## config.mk

```make
export PLATFORM = sky130hd
export DESIGN_NAME = input_controller
export DESIGN_NICKNAME = d
export VERILOG_FILES = /design/src/rtl/input_controller.sv
export SDC_FILE = /design/constraint.sdc
export NUM_CORES = 1
export LEC_CHECK = 0
export CAP_MARGIN = 20
export CORE_MARGIN = 4
export CORE_UTILIZATION = 47
export DETAILED_ROUTE_END_ITERATION = 10
export PLACE_DENSITY = 0.89
export SLEW_MARGIN = 20
export SYNTH_ARGS = -nofsm -noshare
export SYNTH_HDL_FRONTEND = slang
export SYNTH_SLANG_ARGS = --single-unit
```

## constraint.sdc

```tcl
create_clock -name clk_in -period 1.55 [get_ports clk_in]
set_input_delay 0.31 -clock clk_in [delete_from_list [all_inputs] [get_ports clk_in]]
set_output_delay 0.31 -clock clk_in [all_outputs]
set_load 0.1 [all_outputs]
```

## src/rtl/input_controller.sv

```systemverilog
// ---------------------------------------------------------------------------
// InputController: AXI-Stream slave on the receive side of the transceiver.
// Accepts one frame at a time and writes its beats into a SIZE-word buffer
// through a registered synchronous RAM write port. A finished frame is held,
// with tready_out low, until the downstream consumer pulses frame_ack.
// Beats past SIZE are accepted but discarded and flag the frame as truncated.
//
// Ports:
//   clk_in, rst_n_in        single rising-edge clock, async active-low reset
//   tdata_in/tvalid_in/
//   tlast_in/tready_out     stream slave (ready decoded from state only)
//   wr_data/wr_addr/wr_en   RAM write port, one cycle after the beat
//   frame_valid/frame_len/
//   frame_ovf               description of the held frame
//   frame_ack               consumer done, release the buffer (HOLD only)
//   frame_cnt               completed frames since reset, wraps 255->0
// ---------------------------------------------------------------------------
module input_controller #(
  parameter int ADDR_WIDTH = 4,
  parameter int DATA_WIDTH = 8,
  parameter int SIZE       = 10
) (
  input  logic                         clk_in,
  input  logic                         rst_n_in,
  input  logic [DATA_WIDTH-1:0]        tdata_in,
  input  logic                         tvalid_in,
  input  logic                         tlast_in,
  output logic                         tready_out,
  output logic [DATA_WIDTH-1:0]        wr_data,
  output logic [ADDR_WIDTH-1:0]        wr_addr,
  output logic                         wr_en,
  output logic                         frame_valid,
  output logic [$clog2(SIZE+1)-1:0]    frame_len,
  output logic                         frame_ovf,
  input  logic                         frame_ack,
  output logic [7:0]                   frame_cnt
);

  localparam int LEN_W = $clog2(SIZE + 1);

  typedef enum logic [1:0] {
    IDLE,
    RECV,
    DROP,
    HOLD
  } state_t;

  state_t                  state_q, state_d;
  logic [LEN_W-1:0]        cnt_q, cnt_d;
  logic                    ovf_q, ovf_d;
  logic                    beat;
  logic                    store;
  logic                    enterHold;

  logic                    wrEn_q;
  logic [ADDR_WIDTH-1:0]   wrAddr_q;
  logic [DATA_WIDTH-1:0]   wrData_q;
  logic                    frameValid_q;
  logic [LEN_W-1:0]        frameLen_q;
  logic                    frameOvf_q;
  logic [7:0]              frameCnt_q;

  // Ready depends only on the registered state, so there is no combinational
  // path from tvalid_in back to tready_out.
  assign tready_out = (state_q != HOLD);
  assign beat       = tvalid_in & tready_out;
  assign enterHold  = (state_d == HOLD) && (state_q != HOLD);

  // Next-state logic. cnt_q is both the word count and the write address of
  // the next stored beat; it is zero in IDLE, so the first beat lands at 0.
  // Once cnt_q reaches SIZE further beats only set the overflow flag.
  always_comb begin
    state_d = state_q;
    cnt_d   = cnt_q;
    ovf_d   = ovf_q;
    store   = 1'b0;
    case (state_q)
      IDLE: begin
        if (beat) begin
          store   = 1'b1;
          cnt_d   = LEN_W'(1);
          state_d = tlast_in ? HOLD : RECV;
        end
      end
      RECV: begin
        if (beat) begin
          if (cnt_q < LEN_W'(SIZE)) begin
            store   = 1'b1;
            cnt_d   = cnt_q + LEN_W'(1);
            state_d = tlast_in ? HOLD : RECV;
          end else begin
            ovf_d   = 1'b1;
            state_d = tlast_in ? HOLD : DROP;
          end
        end
      end
      DROP: begin
        if (beat && tlast_in) begin
          state_d = HOLD;
        end
      end
      HOLD: begin
        if (frame_ack) begin
          state_d = IDLE;
          cnt_d   = '0;
          ovf_d   = 1'b0;
        end
      end
      default: begin
        state_d = IDLE;
        cnt_d   = '0;
        ovf_d   = 1'b0;
      end
    endcase
  end

  // State, counter and overflow flag registers.
  always_ff @(posedge clk_in or negedge rst_n_in) begin
    if (!rst_n_in) begin
      state_q <= IDLE;
      cnt_q   <= '0;
      ovf_q   <= 1'b0;
    end else begin
      state_q <= state_d;
      cnt_q   <= cnt_d;
      ovf_q   <= ovf_d;
    end
  end

  // Registered write port: address and data hold their last values when no
  // beat is being stored, only the strobe drops.
  always_ff @(posedge clk_in or negedge rst_n_in) begin
    if (!rst_n_in) begin
      wrEn_q   <= 1'b0;
      wrAddr_q <= '0;
      wrData_q <= '0;
    end else begin
      wrEn_q <= store;
      if (store) begin
        wrAddr_q <= ADDR_WIDTH'(cnt_q);
        wrData_q <= tdata_in;
      end
    end
  end

  // Frame descriptor is registered from next-state values so it appears in
  // the same cycle as the final write strobe of the frame.
  always_ff @(posedge clk_in or negedge rst_n_in) begin
    if (!rst_n_in) begin
      frameValid_q <= 1'b0;
      frameLen_q   <= '0;
      frameOvf_q   <= 1'b0;
      frameCnt_q   <= '0;
    end else begin
      frameValid_q <= (state_d == HOLD);
      frameLen_q   <= (state_d == HOLD) ? cnt_d : '0;
      frameOvf_q   <= (state_d == HOLD) && ovf_d;
      if (enterHold) begin
        frameCnt_q <= frameCnt_q + 8'd1;
      end
    end
  end

  assign wr_en       = wrEn_q;
  assign wr_addr     = wrAddr_q;
  assign wr_data     = wrData_q;
  assign frame_valid = frameValid_q;
  assign frame_len   = frameLen_q;
  assign frame_ovf   = frameOvf_q;
  assign frame_cnt   = frameCnt_q;

endmodule
```

# --- Word level (Yosys, flattened, before mapping) ---
# Cells that the tools add are included.
word_totals:
  reg_bits: 34
  in_bits: 13
  output_inout_bits: 28
  wordCells: 45
op_classes:
  addsub: 2
  order_cmp: 1
  n_eq_ne: 5
  n_mux: 22
  bitwise: 1
  n_reduce_logical: 4
ops:
  columns: ["cell", "n"]
  rows:
  - ["4-bit 2-to-1 mux", 5]
  - ["2-bit 2-to-1 mux", 6]
  - ["4-bit one-hot mux with 3 select lines", 1]
  - ["8-bit by 1-bit adder with 8-bit output, second input constant", 1]
  - ["2-bit one-hot mux with 4 select lines", 1]
  - ["1-bit 2-to-1 mux", 7]
  - ["2-bit == test, second input constant", 3]
  - ["4-bit by 1-bit adder with 4-bit output, second input constant", 1]
  - ["4-bit less-than comparator, second input constant", 1]
  - ["1-bit one-hot mux with 2 select lines", 2]
  - ["1-bit logical AND", 3]
  - ["2-bit by 1-bit == test with 1-bit output, second input constant", 1]
  - ["2-bit zero test", 1]
  - ["2-bit != test, second input constant", 1]
  - ["1-bit AND", 1]

# --- Logic depth before layout (Yosys ltp) ---
# Gate-level depths: netlist of run 1.
logic_depth:
  depth_word: 7
  ltp_mapped: 6
  mapped_depth_nobuf: 5

# --- Worst setup path before layout of run 1 ---
# No wires, ideal clock.
synth_path:
  path_type: "register -> register"
  startpoint: "reg state_q[0]"
  endpoint: "reg frameCnt_q[5], in the netlist frame_cnt[5]"
  setup_ns: 0.158
  arrival_time_ns: 1.846
  t_required_ns: 1.392
  path_slack_ns: -0.454
  path_stages_with_launch: 6
  n_path_buf: 1
  period_less_slack_ns: 2.004
  cell_sequence: "dfrtp_1 -> buf_2 -> nand2_1 -> nor3b_2 -> nand4_1 -> xnor2_1"
synth_between:
  elab_chain_len: 7
  elab_cells_between_ends: 14
  classes_between: "eq/ne (5); mux (5); bitwise (1); reduce/logical (3)"
synth_rtl:
  columns: ["item", "line", "text"]
  rows:
  - ["start, declared", "48", "state_t state_q, state_d;"]
  - ["start signal, assigned", "124", "state_q <= state_d;"]
  - ["2-bit != test *", "65", "assign tready_out = (state_q != HOLD);"]
  - ["named net tready_out", "28", "output logic tready_out,"]
  - ["1-bit AND", "66", "assign beat = tvalid_in & tready_out;"]
  - ["1-bit logical AND", "98", "if (beat && tlast_in) begin"]
  - ["2-bit 2-to-1 mux", "98", null]
  - ["2-bit one-hot mux with 4 select lines", "77", "case (state_q)"]
  - ["2-bit == test", "67", "assign enterHold = (state_d == HOLD) && (state_q != HOLD);"]
  - ["1-bit logical AND *", "67", null]
  - ["end signal, assigned", "159", "frameCnt_q <= frameCnt_q + 8'd1;"]
  - ["end, declared", "61", "logic [7:0] frameCnt_q;"]
# The timed path passes the listed nets; every way through them passes the cells marked *.
# A chain may end at the register's enable or synchronous reset.

# --- Worst setup path after layout of run 1 ---
layout_path:
  startpoint: "reg state_q[0]"
  endpoint: "out tready_out"
layout_between:
  elab_chain_len: 1
layout_rtl:
  columns: ["item", "line"]
  rows:
  - ["2-bit != test", "65"]
  - ["end, declared", "28"]
# No other way between the ends.

==> run metrics, run 1 <==
status=completed; number of buffers added on ports=40; Synthesized Nets=132; minimum clock period=1.49 ns; DRC viols=0; CP max FO=6; first-pass GRT wire length=5910 um; fin. max-slew vios=0; CP peak stage delay=0.44 ns; ys flop type=dfrtp_1; core area=0.00285 mm^2; fill cell count=137; CTS hold repair buffers=0; largest net degree at the start of global routing=35; final hold violation count=0; Via density=5.65; Sequential Area=860 um^2; DRT Pass-1 Iters=5; asr flop ratio synth=100%; H-tree Lvls=2; average instance area after synthesis=12.5 um^2; slowest CP cell=dfrtp_1; initial antenna violation count=0; reg2reg path depth=5; I/O pin total=41; Bufs on Longest Clock Path=2; max frequency=671 MHz; reg2reg start=cnt_q[2]; HPWL Detailed=2640 um; CP arrival=1.18 ns; placed cell count=198; cell count after synthesis=117; Post-synth EDFFs=0; Synth Area in Simple Gates=15.0%; Max Cap Violations=0; Yosys cell types=35; initial core utilization=51.3%; total number of vias=1,181; hold crit path type=in2async; CTS tree=built; Die W=63.8 um; Setup violations, final=0; DIE AREA=0.00407 mm^2; Iteration-0 DRC Markers=66; Mapped Area=0.00146 mm^2; ant diodes=0; Inserted Clock Buffers=5; fin cells=209; Worst-Margin Slew=0.310 ns; # rows=19; number of synthesized register bits=34; mux cell area share after synthesis=11.3%; adder-cell share of the synthesized area=1.71%; root buffer cell=clkbuf_4; CP endpoint kind=output port; P&R area growth vs syn=65.6%; RR Endpoint=wr_data[0]; Seq/Total Area, Yosys=58.2%; clock slew at reported path FFs=0.11 ns; Slew headroom=79.1%; Ys Warns=0; multi-input logic area=603 um^2; DRT antenna net count=0; cells along the critical path=buf_6 -> nand2_4 -> buf_12; RSZ-0062 raised after global routing=true; GP Congestion=0.946; share of cells above drive strength 1=43.8%; synth top area cells=dfrtp_1, mux2_4, xnor2_1, nand2_1, mux2_2; vias in the first global route=1,215; Critical Path Start Type=register; XOR/XNOR Fraction of Synth Area=4.19%; Setup CP Type=reg2out; Setup Skew=0.00722 ns; Sink Count=34; post-synth top area share=58.2%; WL/cell=18.2 um; height of the die=63.8 um; compound-gate portion of the synthesized area=7.36%; Overflow after GRT=0; worst-skew pair later-pin latency=0.34 ns; Tcrit/Tclk final=96.2%; Critical Path RT=1.24 ns; Reg2Reg Setup Slack=0.07 ns; largest family of logic cells by synthesized area=simple AND/OR/NAND/NOR gates; total track usage=19.1%; largest area contributor in the netlist=dfrtp_1; Net count, final=192; final WL=3800 um
[layout make-up]
type                    instances  share of cell area (%)
clock buffers                   7                    1.86
clock inverters                 1                    1.24
inverters                       5                   0.981
multi-input cells              76                    24.9
flip-flops and latches         34                    35.5
well taps                      31                    1.60
repair buffers                 55                    33.9
[registers in the layout, summed over array words and instances, names as in the netlist]
| signal | cells |
|---|---|
| wr_addr | 4 |
| frame_valid | 1 |
| state_q | 2 |
| wr_en | 1 |
| wr_data | 8 |
| cnt_q | 4 |
| frame_len | 4 |
| ovf_q | 1 |
| frame_cnt | 8 |
| frame_ovf | 1 |
[metal layers]
layer  up-vias  share of wire (%)  GRT usage (%)  wire length [um]
met5         -                  0              0                 0
met2        70                 52           32.5              1990
met3        14                7.2           7.53               273
met1       573                 38           21.9              1440
met4         0                2.6           6.20                97
li1        524                  -              -                 -
[synthesized netlist by cell type (2+ instances only)]
master,n
o21ai_0,4
buf_2,2
inv_1,4
mux2_2,4
nor2_1,4
mux2_4,8
xnor2_1,6
nor3_1,2
ha_1,2
nand4_1,2
and2_1,5
dfrtp_1,34
nand3_1,4
nand2_1,13
a21oi_1,3
[worst max path at each step]
stage	start	to	slack [ns]	depth (start not counted)
global placement	tvalid_in	frame_len[0]	-0.11	5
floorplan	state_q[0]	frame_cnt[7]	0.06	5
finish	state_q[0]	tready_out	0.06	3
detailed placement	tvalid_in	frame_len[2]	-0.19	6
global route	state_q[1]	tready_out	-0.01	3
CTS	state_q[0]	tready_out	0.006	3
[critical path, delay by kind of cell (launching register included)]
family | cells | cell delay [ns]
and+or+nand+nor | 1 | 0.08
buffers and inverters | 2 | 0.32
DFF | 1 | 0.44
[what timing repair did]
action,in CTS,in global routing
resized for setup,0,5
setup endpoints to repair,0,10
setup buffers,0,3
[cells in the final DEF, fill, tap and decap left out, drive strengths merged, types with 2 or more instances in the layout]
master,Yosys,final
xnor2,6,6
inv,5,5
ha,2,2
nand2,14,14
and2,5,5
nand4,2,2
dfrtp,34,34
nor2,4,4
clkdlybuf4s50,0,12
buf,2,43
clkbuf,0,7
nor3,2,2
nand3,4,4
a21oi,4,4
o21ai,5,5
mux2,12,12
[cell families (layout without fill, tap and decap cells)]
family,count (synthesis),in the layout
buffers and inverters,7,68
flip-flops,34,34
XOR/XNOR,7,7
AND/OR/NAND/NOR,39,39
adder cells (fa/ha/maj),2,2
multiplexers,12,12
AO/OA/AOI/OAI,16,16
[per-stage QoR]
stage,util (%),hold slack (ns),worst slack (ns),instance area [um^2],TNS [ns]
after floorplan,-,0.0144,0.0583,1480,0
after global placement,80.7,0.493,-0.107,2300,-1.52
after detailed placement,80.7,0.511,-0.191,2300,-2.64
after CTS,83.3,0.323,0.00640,2380,0
after global routing,84.9,0.325,-0.0112,2420,-0.0112
final,84.9,0.321,0.0588,2420,0
Power of run 1 is not shown: default switching activity piles up to over one toggle a cycle in this logic, so the estimate is an artifact.
==> run 2, diff against run 1 <==
--- a/config.mk
+++ b/config.mk
@@ -9,7 +9,7 @@
 export CORE_MARGIN = 4
 export CORE_UTILIZATION = 47
 export DETAILED_ROUTE_END_ITERATION = 10
-export PLACE_DENSITY = 0.89
+export PLACE_DENSITY = 0.79
 export SLEW_MARGIN = 20
 export SYNTH_ARGS = -nofsm -noshare
 export SYNTH_HDL_FRONTEND = slang
==> constraint.sdc (replaced) <==
create_clock -name clk_in -period 1.7 [get_ports clk_in]
set_input_delay 0.34 -clock clk_in [delete_from_list [all_inputs] [get_ports clk_in]]
set_output_delay 0.34 -clock clk_in [all_outputs]
set_load 0.1 [all_outputs]
==> run 2 against run 1 <==
Final cell count down 4.3%. Register-to-register slack better by 0.07 ns. Wire length down 9.2%. Largest cell class unchanged. Sequential share of layout area rose by 1.9 points. Critical path depth down 1. Core utilization fell by 4.9 points. Die area stayed put. Sequential cell count unchanged. Clock skew is 0.0021 ns lower. Setup slack better by 0.041 ns.
==> run metrics, run 2 (synthesis gave the netlist of run 1 again) <==
RSZ-0062 raised after global routing=false; CP endpoint kind=output port; fill cell count=173; clock slew at reported path FFs=0.10 ns; Setup violations, final=0; Via density=5.48; Tcrit/Tclk final=94.1%; Worst-Margin Slew=0.414 ns; CTS hold repair buffers=0; DRC viols=0; minimum clock period=1.60 ns; height of the die=63.8 um; Iteration-0 DRC Markers=61; share of cells above drive strength 1=37.3%; H-tree Lvls=2; status=completed; root buffer cell=clkbuf_4; Final TNS setup=0 ns; worst path bufs/invs=1; core area=0.00285 mm^2; I/O pin total=41; # rows=19; met2 Use GR=31.7%; Net count, final=183; Sink Count=34; fin cells=200; ant diodes=0; CP max FO=11; DIE AREA=0.00407 mm^2; CP arrival=1.26 ns; post_cts resized=0; Finished Core Util=80.0%; hold crit path type=in2async; max frequency=625 MHz; DRT antenna net count=0; initial antenna violation count=0; Setup Skew=0.00515 ns; worst-skew pair later-pin latency=0.34 ns; GP Congestion=0.877; WL/cell=17.3 um; CP peak stage delay=0.58 ns; Inserted Clock Buffers=5; first-pass GRT wire length=5930 um; CTS tree=built; Max Cap Violations=0; Bufs on Longest Clock Path=2; fin. max-slew vios=0; placed cell count=192; Die W=63.8 um; total number of vias=1,095; final WL=3450 um; Post-CTS Setup Bufs=0; DRT Pass-1 Iters=4; most common cell after layout, fill and taps aside=dfrtp_1; P&R area growth vs syn=56.0%; Overflow after GRT=0; reg2reg start=state_q[0]; reg2reg path depth=5; Slew headroom=72.4%; Setup CP Type=reg2out; cell family with most CP delay=flip-flops; RR Endpoint=wr_data[4]; vias in the first global route=1,202; number of buffers added on ports=40; most frequent cells in the layout=dfrtp_1, buf_12, nand2_1, clkdlybuf4s50_1, mux2_4; total track usage=19.0%; busiest grt layer=met2; Reg2Reg Setup Slack=0.14 ns; HPWL Detailed=2640 um; met3 Resource Use GR=6.65%; Critical Path RT=1.36 ns; Critical Path Start Type=register; initial core utilization=51.3%; GRT met1 Usage=22.6%; cells along the critical path=nand2_2 -> buf_12; slowest CP cell=dfrtp_1; largest net degree at the start of global routing=35; final hold violation count=0
==> run 2: worst reg2reg max path, cell delays in order (launching register included) <==
cell	delay, ns
dfrtp_1	0.58
inv_1	0.12
or2_4	0.28
nand2_4	0.10
inv_6	0.07
mux2_4	0.30
==> run 2: area by class of cell <==
class	count	area, um^2	area share, %
clock inverter	1	5.00	0.219
tap	31	38.8	1.70
inverter	5	23.8	1.04
timing repair buffer	46	726	31.8
clock buffer	7	55.1	2.41
sequential	34	853	37.4
multi-input combinational	76	581	25.4
==> run 2: per-stage QoR <==
stage,area [um^2],hold WS [ns],setup slack (ns)
2_1_floorplan,1470,0.0444,0.00541
3_3_place_gp,2220,0.475,0.0140
3_5_place_dp,2220,0.480,-0.0410
4_1_cts,2280,0.397,0.107
5_1_grt,2280,0.418,0.0223
6_report,2280,0.395,0.0996
==> run 2: worst max path at each step <==
| stage | start | to | slack (ns) | cells past startpoint |
|---|---|---|---|---|
| CTS | state_q[0] | tready_out | 0.11 | 2 |
| finish | state_q[0] | tready_out | 0.1 | 2 |
| detailed placement | tvalid_in | wr_data[4] | -0.04 | 5 |
| global route | state_q[0] | tready_out | 0.02 | 2 |
| global placement | tvalid_in | wr_data[1] | 0.01 | 5 |
| floorplan | frame_cnt[2] | frame_cnt[7] | 0.005 | 3 |
==> run 2: per-layer routing <==
layer / up-vias / part of all wire [%]
met2: 55 / 52
met5: - / 0
met1: 529 / 41
met4: 0 / 1.4
met3: 6 / 5.8
li1: 505 / -
Power of run 2 is left out for the same reason.
